==> config.mk <==
export PLATFORM = sky130hd
export DESIGN_NAME = sev_seg_capture_flat
export DESIGN_NICKNAME = d
export VERILOG_FILES = /design/src/rtl/seg7_pkg.sv /design/src/rtl/sev_seg_capture_if.sv /design/src/rtl/seg7_decode.sv /design/src/rtl/sev_seg_capture.sv /design/src/flat_wrapper.sv
export SDC_FILE = /design/constraint.sdc
export NUM_CORES = 1
export LEC_CHECK = 0
export CORE_MARGIN = 5
export CORE_UTILIZATION = 35
export CTS_CLUSTER_DIAMETER = 50
export DETAILED_ROUTE_END_ITERATION = 16
export HOLD_SLACK_MARGIN = 0.03
export PLACE_DENSITY = 0.48
export SLEW_MARGIN = 40
export SYNTH_ARGS = -nofsm -noshare
export SYNTH_HDL_FRONTEND = slang
export SYNTH_SLANG_ARGS = --single-unit
==> constraint.sdc <==
create_clock -name Clk -period 3 [get_ports Clk]
set_clock_uncertainty 0.1 [all_clocks]
set_input_delay 0.6 -clock Clk [delete_from_list [all_inputs] [get_ports Clk]]
set_output_delay 0.6 -clock Clk [all_outputs]
set_load 0.01 [all_outputs]
==> src/rtl/seg7_pkg.sv <==
// Seven-segment pattern constants shared by the BCD encoder and the capture block.
// Patterns are active-high, bit order {g,f,e,d,c,b,a}.
package seg7_pkg;

    localparam logic [6:0] SEG_0     = 7'h3F;
    localparam logic [6:0] SEG_1     = 7'h06;
    localparam logic [6:0] SEG_2     = 7'h5B;
    localparam logic [6:0] SEG_3     = 7'h4F;
    localparam logic [6:0] SEG_4     = 7'h66;
    localparam logic [6:0] SEG_5     = 7'h6D;
    localparam logic [6:0] SEG_6     = 7'h7D;
    localparam logic [6:0] SEG_7     = 7'h07;
    localparam logic [6:0] SEG_8     = 7'h7F;
    localparam logic [6:0] SEG_9     = 7'h6F;
    localparam logic [6:0] SEG_BLANK = 7'h00;

    localparam logic [3:0] BCD_BLANK = 4'hF;

    typedef struct packed {
        logic       illegal;
        logic [3:0] bcd;
    } seg7_dec_t;

endpackage

==> src/rtl/sev_seg_capture_if.sv <==
// Seven-segment bus as seen by the capture block, plus its recovered digits.
// The master side drives the display lines; the slave side captures them.
interface sev_seg_capture_if #(
    parameter int NUM_DIGITS = 4
);
    logic [6:0]              SevenSegs;
    logic [NUM_DIGITS-1:0]   AnIn;
    logic [4*NUM_DIGITS-1:0] BCD;
    logic [NUM_DIGITS-1:0]   DigitErr;
    logic                    Update;
    logic                    Overlap;

    modport master (
        output SevenSegs, AnIn,
        input  BCD, DigitErr, Update, Overlap
    );

    modport slave (
        input  SevenSegs, AnIn,
        output BCD, DigitErr, Update, Overlap
    );

endinterface

==> src/rtl/seg7_decode.sv <==
// Combinational seven-segment pattern to BCD decode.
// Blank decodes to BCD_BLANK; anything outside the table is flagged illegal.
module seg7_decode
    import seg7_pkg::*;
(
    input  logic [6:0] i_pat,
    output seg7_dec_t  o_dec
);

    always_comb begin
        o_dec.illegal = 1'b0;
        o_dec.bcd     = BCD_BLANK;
        case (i_pat)
            SEG_0:     o_dec.bcd = 4'd0;
            SEG_1:     o_dec.bcd = 4'd1;
            SEG_2:     o_dec.bcd = 4'd2;
            SEG_3:     o_dec.bcd = 4'd3;
            SEG_4:     o_dec.bcd = 4'd4;
            SEG_5:     o_dec.bcd = 4'd5;
            SEG_6:     o_dec.bcd = 4'd6;
            SEG_7:     o_dec.bcd = 4'd7;
            SEG_8:     o_dec.bcd = 4'd8;
            SEG_9:     o_dec.bcd = 4'd9;
            SEG_BLANK: o_dec.bcd = BCD_BLANK;
            default:   o_dec.illegal = 1'b1;
        endcase
    end

endmodule

==> src/rtl/sev_seg_capture.sv <==
// Recovers per-digit BCD values from a multiplexed seven-segment bus,
// committing a digit only after its pattern has been stable long enough.
module sev_seg_capture
    import seg7_pkg::*;
#(
    parameter int NUM_DIGITS     = 4,
    parameter int STABLE_CYCLES  = 16,
    parameter bit SEG_ACTIVE_LOW = 1'b1
) (
    input logic              Clk,
    input logic              Rst,
    sev_seg_capture_if.slave bus
);

    localparam int CW = $clog2(STABLE_CYCLES + 1);
    localparam logic [CW-1:0] CNT_MAX = CW'(STABLE_CYCLES);
    localparam logic [6:0] SEG_IDLE_RAW = SEG_ACTIVE_LOW ? 7'h7F : 7'h00;

    logic [6:0]            r_seg_s1;
    logic [6:0]            r_seg_s2;
    logic [NUM_DIGITS-1:0] r_an_s1;
    logic [NUM_DIGITS-1:0] r_an_s2;
    logic [NUM_DIGITS-1:0] r_q_sel;
    logic [6:0]            r_q_pat;
    logic                  r_overlap;
    logic                  r_update;
    logic [NUM_DIGITS-1:0] w_act;
    logic [NUM_DIGITS-1:0] w_cmt;
    logic                  w_multi;

    // s2 already holds the active-high pattern
    always_ff @(posedge Clk) begin
        if (Rst) begin
            r_seg_s1 <= SEG_IDLE_RAW;
            r_seg_s2 <= SEG_BLANK;
            r_an_s1  <= '1;
            r_an_s2  <= '1;
        end else begin
            r_seg_s1 <= bus.SevenSegs;
            r_seg_s2 <= SEG_ACTIVE_LOW ? ~r_seg_s1 : r_seg_s1;
            r_an_s1  <= bus.AnIn;
            r_an_s2  <= r_an_s1;
        end
    end

    assign w_act   = ~r_an_s2;
    assign w_multi = (w_act & (w_act - NUM_DIGITS'(1))) != '0;

    always_ff @(posedge Clk) begin
        if (Rst) begin
            r_q_sel   <= '0;
            r_q_pat   <= SEG_BLANK;
            r_overlap <= 1'b0;
        end else begin
            r_q_sel   <= w_multi ? '0 : w_act;
            r_q_pat   <= r_seg_s2;
            r_overlap <= w_multi;
        end
    end

    for (genvar i = 0; i < NUM_DIGITS; i++) begin : g_digit
        logic [CW-1:0] r_cnt;
        logic [6:0]    r_last;
        logic          r_cmt;
        logic [3:0]    r_bcd;
        logic          r_err;
        seg7_dec_t     w_dec;

        seg7_decode u_dec (
            .i_pat (r_last),
            .o_dec (w_dec)
        );

        // r_last still holds the committed pattern on the edge after r_cmt
        always_ff @(posedge Clk) begin
            if (Rst) begin
                r_cnt  <= '0;
                r_last <= SEG_BLANK;
                r_cmt  <= 1'b0;
                r_bcd  <= BCD_BLANK;
                r_err  <= 1'b0;
            end else begin
                r_cmt <= 1'b0;
                if (r_cmt) begin
                    r_err <= w_dec.illegal;
                    if (!w_dec.illegal) begin
                        r_bcd <= w_dec.bcd;
                    end
                end
                if (r_q_sel[i]) begin
                    if (r_q_pat != r_last) begin
                        r_last <= r_q_pat;
                        r_cnt  <= CW'(1);
                        r_cmt  <= (STABLE_CYCLES == 1);
                    end else if (r_cnt != CNT_MAX) begin
                        r_cnt <= r_cnt + CW'(1);
                        r_cmt <= (r_cnt == CNT_MAX - CW'(1));
                    end
                end
            end
        end

        assign w_cmt[i]          = r_cmt;
        assign bus.BCD[4*i +: 4] = r_bcd;
        assign bus.DigitErr[i]   = r_err;
    end

    always_ff @(posedge Clk) begin
        if (Rst) begin
            r_update <= 1'b0;
        end else begin
            r_update <= |w_cmt;
        end
    end

    assign bus.Update  = r_update;
    assign bus.Overlap = r_overlap;

endmodule

==> src/flat_wrapper.sv <==
// flat-port wrapper written by rule: the top's interface ports become plain ports
module sev_seg_capture_flat import seg7_pkg::*;
#(
    parameter int NUM_DIGITS     = 4,
    parameter int STABLE_CYCLES  = 16,
    parameter bit SEG_ACTIVE_LOW = 1'b1
)
  (Clk, Rst, bus_SevenSegs, bus_AnIn, bus_BCD, bus_DigitErr, bus_Update, bus_Overlap);
  sev_seg_capture_if #(.NUM_DIGITS(NUM_DIGITS)) bus_i ();
  input logic Clk;
  input logic Rst;
  input wire logic [$bits(bus_i.SevenSegs)-1:0] bus_SevenSegs;
  input wire logic [$bits(bus_i.AnIn)-1:0] bus_AnIn;
  output wire logic [$bits(bus_i.BCD)-1:0] bus_BCD;
  output wire logic [$bits(bus_i.DigitErr)-1:0] bus_DigitErr;
  output wire logic [$bits(bus_i.Update)-1:0] bus_Update;
  output wire logic [$bits(bus_i.Overlap)-1:0] bus_Overlap;
  assign bus_i.SevenSegs = bus_SevenSegs;
  assign bus_i.AnIn = bus_AnIn;
  assign bus_BCD = bus_i.BCD;
  assign bus_DigitErr = bus_i.DigitErr;
  assign bus_Update = bus_i.Update;
  assign bus_Overlap = bus_i.Overlap;
  sev_seg_capture #(.NUM_DIGITS(NUM_DIGITS), .STABLE_CYCLES(STABLE_CYCLES), .SEG_ACTIVE_LOW(SEG_ACTIVE_LOW)) u_core (.Clk(Clk), .Rst(Rst), .bus(bus_i));
endmodule
## Word level (Yosys, flattened, before mapping)

Cells that the tools add are included.

- Register bits after elaboration: 107
- Logic and storage cells: 143

- $add $sub $neg: 5
- Reductions and logical operators: 31
- Bitwise logic cells: 11
- Equal/unequal tests: 52
- Mux-type cells: 16

Operator list:

| operator | number |
|---|---|
| $eq A7 B7 Y1 const B | 28 |
| $pmux W4 S10 | 4 |
| $eq A7 B3 Y1 const B | 8 |
| $reduce_or A11 Y1 | 4 |
| $mux W5 | 8 |
| $eq A7 B6 Y1 const B | 4 |
| $logic_not A7 Y1 | 4 |
| $ne A7 B7 Y1 | 4 |
| $reduce_and A2 Y1 | 12 |
| $add A5 B1 Y5 const B | 4 |
| $eq A5 B4 Y1 const B | 4 |
| $ne A5 B5 Y1 const B | 4 |
| $reduce_or A4 Y1 | 5 |
| $not A1 Y1 | 8 |
| $reduce_bool A2 Y1 | 4 |
| $not A7 Y7 | 1 |
| $and A4 B4 Y4 | 1 |
| $mux W1 | 4 |
| $not A4 Y4 | 1 |
| $reduce_bool A4 Y1 | 1 |
| $sub A4 B1 Y4 const B | 1 |
| $reduce_or A2 Y1 | 1 |

## Depth between registers and ports, before layout

Gate-level depths: netlist of run 1.

- Depth in word-level cells: 5
- Mapped depth: 7
- Depth with buffers taken out: 7

## Cells and area by module

A second synthesis of run 1 with hierarchy kept.

- Cell total of the unflattened synthesis: 660
- Area total of the unflattened synthesis: 5,885.6 um2

Modules (own cells, without submodules):

| module | area an instance (um2) | cells an instance | times used |
|---|---|---|---|
| sev_seg_capture | 4,424.2 | 436 | 1 |
| seg7_decode | 365.4 | 56 | 4 |

## Worst setup path before layout of run 1

No wires, ideal clock.

- Path type: reg-to-reg
- Start point: register u_core.g_digit[1].r_last[3]
- End point: register u_core.g_digit[1].r_err
- Setup slack: 1,088 ps
- Data arrival time: 1,696 ps
- Cell stages (with the launch flop): 7
- Path through: dfxtp_1 buf_4 or3_4 or4_4 a31oi_4 o41ai_4 and2_2

- Longest elaborated chain between the ends: 3

Ends and longest elaborated chain:

| item | RTL line | RTL |
|---|---|---|
| from (decl) | sev_seg_capture.sv:63 | `logic [6:0] r_last;` |
| from (signal assigned) | sev_seg_capture.sv:92 | `r_last <= r_q_pat;` |
| $eq A7 B7 Y1 (tied with other cells) | seg7_decode.sv:13 | `case (i_pat)` |
| $reduce_or A11 Y1 (no line) (*) | n/a |  |
| $mux W1 (*) | seg7_decode.sv:13 |  |
| to (signal assigned) | sev_seg_capture.sv:85 | `r_err <= w_dec.illegal;` |
| to (decl) | sev_seg_capture.sv:66 | `logic r_err;` |

Every way passes the cells marked *; elsewhere a longest branch is shown, timed or not.
A chain may end at the register's enable or synchronous reset.

## Final worst setup path of run 1

- Start point: register u_core.g_digit[1].r_last[1]
- End point: register u_core.g_digit[1].r_bcd[2]

- Longest elaborated chain between the ends: 3

Ends and longest elaborated chain:

| item | RTL line | RTL |
|---|---|---|
| $eq A7 B7 Y1 (tied with other cells) | seg7_decode.sv:13 |  |
| $reduce_or A11 Y1 (no line) | n/a |  |
| $reduce_and A2 Y1 (no line) | n/a |  |
| to (signal assigned) | sev_seg_capture.sv:87 | `r_bcd <= w_dec.bcd;` |
| to (decl) | sev_seg_capture.sv:65 | `logic [3:0] r_bcd;` |

Parallel ways exist; a longest one is shown, timed or not.

==> summary.md, run 1 <==
| Metric | Value |
|---|---|
| Area share of the largest cell type after synthesis | between 30 and 40% |
| # hold bufs at CTS | 0 |
| Reg-to-Reg End | u_core.g_digit[1].r_bcd[2]$_SDFFE_PP1P_ |
| Peak supply drop | 0.381 mV |
| Core area | 15,100 sq um |
| Register clock-pin slew on the reported worst setup and hold paths | 0.08 ns |
| Required @ worst endpoint | about 3.1 ns |
| Clk_lat worst skew | ~0.35 ns |
| Hold Path Origin | u_core.r_seg_s1[5]$_SDFF_PP1_ |
| Layout cells sized above 1 | under 10% |
| Register area share after synthesis | ~40% |
| Hpwl dp | around 7.5 mm |
| Setup_tns | 0 ns |
| Min Clock Period, post-route | about 2.2 ns |
| Drt via density | 5.10 |
| FMAX | 458 MHz |
| Synth Area per Inst | between 8 and 9 sq um |
| Worst hold path type | flip-flop to flip-flop |
| Main flop type after synthesis | dfxtp_1 |
| Netlist Area Pre-Place | roughly 5400 sq um |
| Final period util | between 70 and 80% |
| Number of global-route vias before repair | 3,909 |
| Grt ovf | 0 |
| Maxcap violations | 0 |
| Post-synth ARST share | 0% |
| Reg2Reg Launch Point | u_core.g_digit[1].r_last[1]$_SDFFE_PP0P_ |
| # IOs | 35 |
| Setup crit start kind | flip-flop |
| Resized cells post-CTS | 0 |
| First-pass GRT wire length | 19.0 mm |
| Synth Net Count | 639 |
| Synth area leader | dfxtp_1 |
| Buffers added on ports | 34 |
| Flops & latches, synth | between 100 and 150 |
| Die W | 134 um |
| Yosys warns | 0 |
| Final Core Density | between 30% and 40% |
| Die Area | 18,000 sq um |
| Num CTS Buffers | 9 |
| Syn Inst Count | between 600 and 700 |
| Row cnt | 45 |
| RSZ-0062 raised after global routing | no |
| Worst Path Max Fanout | 14 |
| Final GP Congestion | between 0.7 and 0.8 |
| Final Max Tran Viols | 0 |
| Post-CTS Setup Inserts | 0 |
| Worst-margin pin slew | about 0.64 ns |
| GRT Util Overall | between 10% and 20% |
| Final worst slack | about 0.8 ns |
| Synth area leaders | dfxtp_1, mux2i_1, xnor2_1 |
| CTS tree | done |
| Crit path capture type | flip-flop |
| Crit path kind | flip-flop to flip-flop |
| Die Span Y | 134 um |
| DRT iter0 DRCs | between 200 and 250 |
| H-tree depth | 3 |
| Worst reg2reg path depth | 5 |
| Worst R2R Setup Slack | roughly 0.82 ns |
| Arrival @ worst endpoint | 2.31 ns |
| Pwr per Cell Area | roughly 450 nW/um^2 |
| Sequential cell area | approximately 2100 sq um |
| Leakage | about 2.2 nW |
| Clock sinks | ~110 |
| Filler cell count | 1,514 |
| Number of synthesized flops with an enable pin | 0 |
| Post-synth top cells | dfxtp_1, nor2_1, clkbuf_1 |
| Dpl ws | ~0.84 ns |
| WL/cell | ~14 um |
| Area occupied by multi-input gates | between 2000 and 3000 sq um |
| Clock buffer depth | 2 |
| Count leader, synth | dfxtp_1 |
| Via count | between 4,000 and 5,000 |
| Largest net degree at the start of global routing | between 40 and 50 |
| Total iterations of the first detailed-routing run | 4 |
| Nets | around 630 |
| # DRC | 0 |
| Initial antenna violation count | 0 |
| Netlist cell types | between 60 and 70 |
| Status | completed |
| Rel. slew slack | 56.9% |
| Antenna diodes | 0 |
| Clk root buf | clkbuf_16 |
| Antenna Violating Nets Remaining | 0 |
| Endpoints failing setup | 0 |
| Final Hold Viols | 0 |
| Initial Util | 35.5% |
| WL final | ~11 mm |
| Critical Path Sink | u_core.g_digit[1].r_bcd[2]$_SDFFE_PP1P_ |
| Area growth syn-to-layout | 11.5% |
| CP Launch Point | u_core.g_digit[1].r_last[1]$_SDFFE_PP0P_ |
## final cells by class
| class | count | area share, % |
|---|---|---|
| clock buffers | 9 | 3.76 |
| inverters | 19 | 1.19 |
| well taps | 188 | 3.92 |
| clock inverters | 6 | 0.835 |
| repair buffers | 37 | 6.01 |
| flip-flops and latches | 107 | 35.7 |
| multi-input cells | 430 | 48.6 |
## registers in the layout, summed over array words and instances, names as in the netlist
| signal | flops |
|---|---|
| u_core.g_digit.r_last | 28 |
| u_core.r_an_s1 | 4 |
| u_core.g_digit.r_cmt | 4 |
| u_core.r_seg_s1 | 7 |
| u_core.bus.Overlap | 1 |
| u_core.r_an_s2 | 4 |
| u_core.r_q_sel | 4 |
| u_core.g_digit.r_bcd | 16 |
| u_core.r_seg_s2 | 7 |
| u_core.bus.Update | 1 |
| u_core.g_digit.r_err | 4 |
| u_core.g_digit.r_cnt | 20 |
| u_core.r_q_pat | 7 |
## worst max-delay path, stage by stage (launching register included)
cell,delay (ns)
dfxtp_1,0.59
or3b_2,0.49
a21oi_2,0.25
a211oi_1,0.08
a2111oi_0,0.42
mux2i_1,0.13
## layer usage
layer | GRT usage (%) | wire (um) | vias up
met4 | 3.71 | 125 | 0
met3 | 3.75 | 397 | 8
met2 | 20.4 | 4920 | 69
met1 | 17.1 | 5600 | 1880
li1 | - | - | 2105
met5 | 0 | 0 | -
## worst min path at each step
| stage | end | slack [ns] | cells after the start |
|---|---|---|---|
| 2_1_floorplan | u_core.r_seg_s2[5]$_SDFF_PP0_ | 0.26 | 1 |
| 3_3_place_gp | u_core.r_seg_s2[5]$_SDFF_PP0_ | 0.26 | 1 |
| 3_5_place_dp | u_core.r_seg_s2[6]$_SDFF_PP0_ | 0.27 | 1 |
| 4_1_cts | u_core.r_seg_s2[6]$_SDFF_PP0_ | 0.28 | 1 |
| 5_1_grt | u_core.r_seg_s2[5]$_SDFF_PP0_ | 0.29 | 1 |
| 6_report | u_core.r_seg_s2[5]$_SDFF_PP0_ | 0.28 | 1 |
## placed cells by master, fill, tap and decap left out, drive strengths merged, types with 4 or more instances in the layout
master / instances
dfxtp: 107
nor2: 77
mux2i: 41
xnor2: 34
clkdlybuf4s50: 33
nand3: 28
nand2: 24
inv: 21
or2: 17
a21oi: 17
nor3: 15
nor2b: 13
o21ai: 12
ha: 12
and3: 12
and2: 10
nor3b: 9
and3b: 9
clkbuf: 9
nand4: 8
a211oi: 8
nor4: 8
a31oi: 8
nand2b: 6
o2111ai: 6
xor2: 5
a22oi: 5
buf: 4
or4: 4
## per-stage QoR
step	cells	hold WS [ns]	area, sq um	power [W]
floorplan	614	0.263	5380	0.00159
global placement	781	0.265	5720	0.00163
detailed placement	781	0.270	5720	0.00163
CTS	796	0.281	6000	0.00277
global route	796	0.286	6000	0.00284
finish	796	0.278	6000	0.00272
## where the power goes
group | switching (W) | internal, W
combinational | 0.0000644 | 0.0000581
clock | 0.000557 | 0.000569
sequential | 0.0000267 | 0.00144
total | 0.000648 | 0.00207
## logic make-up after synthesis
logic type	after synthesis	share of synthesized area, %
compound gates	79	11.0
xor+xnor	39	6.35
fa+ha+maj	13	2.98
buf+inv	77	6.05
flops	107	39.8
mux	41	7.63
simple gates	258	26.1
Note: power is estimated with default switching activity, not from simulation.
==> inputs of run 2 (changes only) <==
--- a/config.mk
+++ b/config.mk
@@ -10,7 +10,7 @@
 export CTS_CLUSTER_DIAMETER = 50
 export DETAILED_ROUTE_END_ITERATION = 16
 export HOLD_SLACK_MARGIN = 0.03
-export PLACE_DENSITY = 0.48
+export PLACE_DENSITY = 0.5
 export SLEW_MARGIN = 40
 export SYNTH_ARGS = -nofsm -noshare
 export SYNTH_HDL_FRONTEND = slang
==> constraint.sdc (replaced) <==
create_clock -name Clk -period 1.75 [get_ports Clk]
set_clock_uncertainty 0.1 [all_clocks]
set_input_delay 0.35 -clock Clk [delete_from_list [all_inputs] [get_ports Clk]]
set_output_delay 0.35 -clock Clk [all_outputs]
set_load 0.01 [all_outputs]
==> summary.md, run 2 (same netlist as run 1, synthesis figures left out) <==
| Metric | Value |
|---|---|
| Core area | 15,100 sq um (unchanged) |
| CP Cell Sequence | or3_4 -> or4_4 -> a31oi_4 -> o41ai_4 -> mux2i_1 |
| Final Max Tran Viols | 0 (unchanged) |
| Rel. slew slack | 67.0% (+10 points) |
| GRT Util Overall | 13.8% (+0.90 points) |
| Finished Layout Cells | 883 (+11%) |
| Reg2Reg Launch Point | u_core.g_digit[1].r_last[6]$_SDFFE_PP0P_ |
| Pwr per Cell Area | 699 nW/um^2 (+54%) |
| Final period util | 108% (+35 points) |
| Arrival @ worst endpoint | 2.01 ns (-0.30 ns) |
| Antenna diodes | 0 (unchanged) |
| Register clock-pin slew on the reported worst setup and hold paths | 0.08 ns (about the same) |
| Num CTS Buffers | 9 (unchanged) |
| Dpl cells | 858 (+9.9%) |
| Initial Util | 35.5% (unchanged) |
| Min Clock Period, post-route | 1.89 ns (-0.295 ns) |
| Die Span Y | 134 um (unchanged) |
| # hold bufs at CTS | 0 (unchanged) |
| Number of global-route vias before repair | 4,206 (+7.6%) |
| H-tree depth | 3 (unchanged) |
| Required @ worst endpoint | 1.87 ns (-1.25 ns) |
| Drt via density | 5.00 (-2.0%) |
| Commonest non-fill, non-tap cells in the layout | buf_4, nor2_1, dfxtp_1 |
| Design Area, Final | 7100 sq um (+18%) |
| Clk root buf | clkbuf_16 |
| Reg-to-Reg End | u_core.g_digit[1].r_bcd[3]$_SDFFE_PP1P_ |
| Die Area | 18,000 sq um (unchanged) |
| Failing checks | setup timing |
| Hpwl dp | 8.64 mm (+15%) |
| Worst Path Buf+Inv | 0 (unchanged) |
| Antenna Violating Nets Remaining | 0 (unchanged) |
| Biggest register | u_core.g_digit.r_last |
| Min-Delay Path Depth | 2 (+1) |
| # DRC | 0 (unchanged) |
| Top flop regs | u_core.g_digit.r_last: 28 flops, u_core.g_digit.r_cnt: 20 flops, u_core.g_digit.r_bcd: 16 flops |
| Crit path capture type | flip-flop |
| Hold Path Origin | Rst |
| Setup crit start kind | flip-flop |
| RSZ-0062 raised after global routing | yes |
| Initial antenna violation count | 0 (unchanged) |
| Final Core Density | 46.9% (+7.3 points) |
| # IOs | 35 (unchanged) |
| DRT iter0 DRCs | 204 (-11%) |
| Maxcap violations | 0 (unchanged) |
| Nets | 715 (+14%) |
| Layout cells sized above 1 | 31.1% (+23 points) |
| Final Hold Viols | 0 (unchanged) |
| Die W | 134 um (unchanged) |
| Max incr delay on CP | 0.44 ns (-0.15 ns) |
| Area growth syn-to-layout | 31.9% |
| Total iterations of the first detailed-routing run | 4 (unchanged) |
| WL final | 12.1 mm (+9.8%) |
| Worst Path Max Fanout | 5 (-9) |
| Largest register FFs | 28 (unchanged) |
| Power Total | 0.00496 W (+83%) |
| Clock buffer depth | 2 (unchanged) |
| Worst reg2reg path depth | 5 (unchanged) |
| Grt ovf | 0 (unchanged) |
| Final GP Congestion | 0.859 (+8.0%) |
| Commonest non-fill, non-tap cell in the layout | buf_4 |
| Row cnt | 45 (unchanged) |
| Worst R2R Setup Slack | -0.14 ns (-0.96 ns) |
| First-pass GRT wire length | 20.4 mm (+7.5%) |
| Worst-margin pin slew | 0.493 ns (-0.146 ns) |
| FMAX | 529 MHz (+16%) |
| Hold EP | u_core.g_digit[0].r_last[6]$_SDFFE_PP0P_ |
| Filler cell count | 1,429 (-5.6%) |
| Buffers added on ports | 34 (unchanged) |
| WL/cell | 13.7 um (-1.0%) |
| CP max-delay cell | or4_4 |
| Via count | 4,416 (+8.7%) |
| Status | finished, violations left |
| Clock sinks | 107 (unchanged) |
| Crit path kind | flip-flop to flip-flop |
| Placed Area | 6340 sq um (+11%) |
| Clk_lat worst skew | 0.36 ns (about the same) |
| Final worst slack | -0.139 ns (-0.955 ns) |
| Delay-heaviest family, CP | simple AND/OR/NAND/NOR gates |
| Endpoints failing setup | 5 (+5) |
| Leakage | 2.77 nW (+24%) |
| Peak supply drop | 0.524 mV (+38%) |
| Largest net degree at the start of global routing | 41 (-16%) |
| CTS tree | done |
| Worst hold path type | input pin to flip-flop |
==> run 2: cell types whose count changed in the layout (fill, tap and decap cells not counted), moves of 4 or more <==
| cell | previous run | this run |
|---|---|---|
| ha_1 | 12 | 5 |
| dfxtp_1 | 107 | 71 |
| ha_4 | 0 | 4 |
| buf_4 | 4 | 81 |
| dfxtp_2 | 0 | 25 |
| buf_6 | 0 | 6 |
| o21ai_0 | 12 | 7 |
| xnor2_2 | 0 | 6 |
| xnor2_1 | 34 | 28 |
| dfxtp_4 | 0 | 11 |
==> run 2: stage by stage <==
step / hold slack [ns] / setup WS (ns) / setup TNS, ns
3_5_place_dp: 0.272 / -0.102 / -0.574
4_1_cts: 0.208 / -0.0915 / -0.439
3_3_place_gp: 0.268 / -0.0754 / -0.372
2_1_floorplan: 0.263 / -0.162 / -0.672
5_1_grt: 0.217 / -0.203 / -1.11
6_report: 0.217 / -0.139 / -0.679
==> run 2: area by class of cell <==
type / instances / area [sq um] / area share [%]
Multi-Input combinational cell: 430 / 3190 / 44.9
Sequential cell: 107 / 2210 / 31.2
Timing Repair Buffer: 123 / 1070 / 15.1
Tap cell: 188 / 235 / 3.31
Clock buffer: 9 / 225 / 3.17
Clock inverter: 7 / 96.3 / 1.36
Inverter: 19 / 71.3 / 1.00
==> run 2: worst register-to-register path, delay by kind of cell (launching register included) <==
kind            cells  cell delay, ns
mux                 1            0.15
flops               1            0.33
simple gates        2            0.83
compound gates      2            0.34
==> run 2: how the worst max path moves through the flow <==
stage,slack (ns),start,endpoint,depth (start not counted)
6_report,-0.14,u_core.g_digit[1].r_last[6]$_SDFFE_PP0P_,u_core.g_digit[1].r_bcd[3]$_SDFFE_PP1P_,5
4_1_cts,-0.09,u_core.g_digit[1].r_last[6]$_SDFFE_PP0P_,u_core.g_digit[1].r_bcd[1]$_SDFFE_PP1P_,5
3_5_place_dp,-0.10,u_core.g_digit[1].r_last[5]$_SDFFE_PP0P_,u_core.g_digit[1].r_bcd[1]$_SDFFE_PP1P_,6
5_1_grt,-0.20,u_core.g_digit[1].r_last[6]$_SDFFE_PP0P_,u_core.g_digit[1].r_bcd[3]$_SDFFE_PP1P_,5
3_3_place_gp,-0.08,u_core.g_digit[1].r_last[3]$_SDFFE_PP0P_,u_core.g_digit[1].r_err$_SDFFE_PP0P_,5
2_1_floorplan,-0.16,u_core.g_digit[1].r_last[6]$_SDFFE_PP0P_,u_core.g_digit[1].r_err$_SDFFE_PP0P_,6
==> run 2: timing repair <==
action                     4_1_cts  5_1_grt
cloned                           0        0
setup buffers                    1        9
gates resized for setup         23       88
setup endpoints to repair       22       39
pin swaps                        8       25
==> run 2: power breakdown <==
part	total [W]	switching, W	internal, W
clock network	0.00218	0.00102	0.00115
logic	0.000299	0.000150	0.000149
registers	0.00249	0.0000284	0.00246
==> run 2: per-layer routing <==
metal / vias to the layer above / global-route usage, % / share of wire [%]
li1: 2282 / - / -
met1: 2063 / 18.8 / 49
met2: 55 / 21.3 / 46
met3: 16 / 2.25 / 2.3
met4: 0 / 6.40 / 2.3
met5: - / 0 / 0
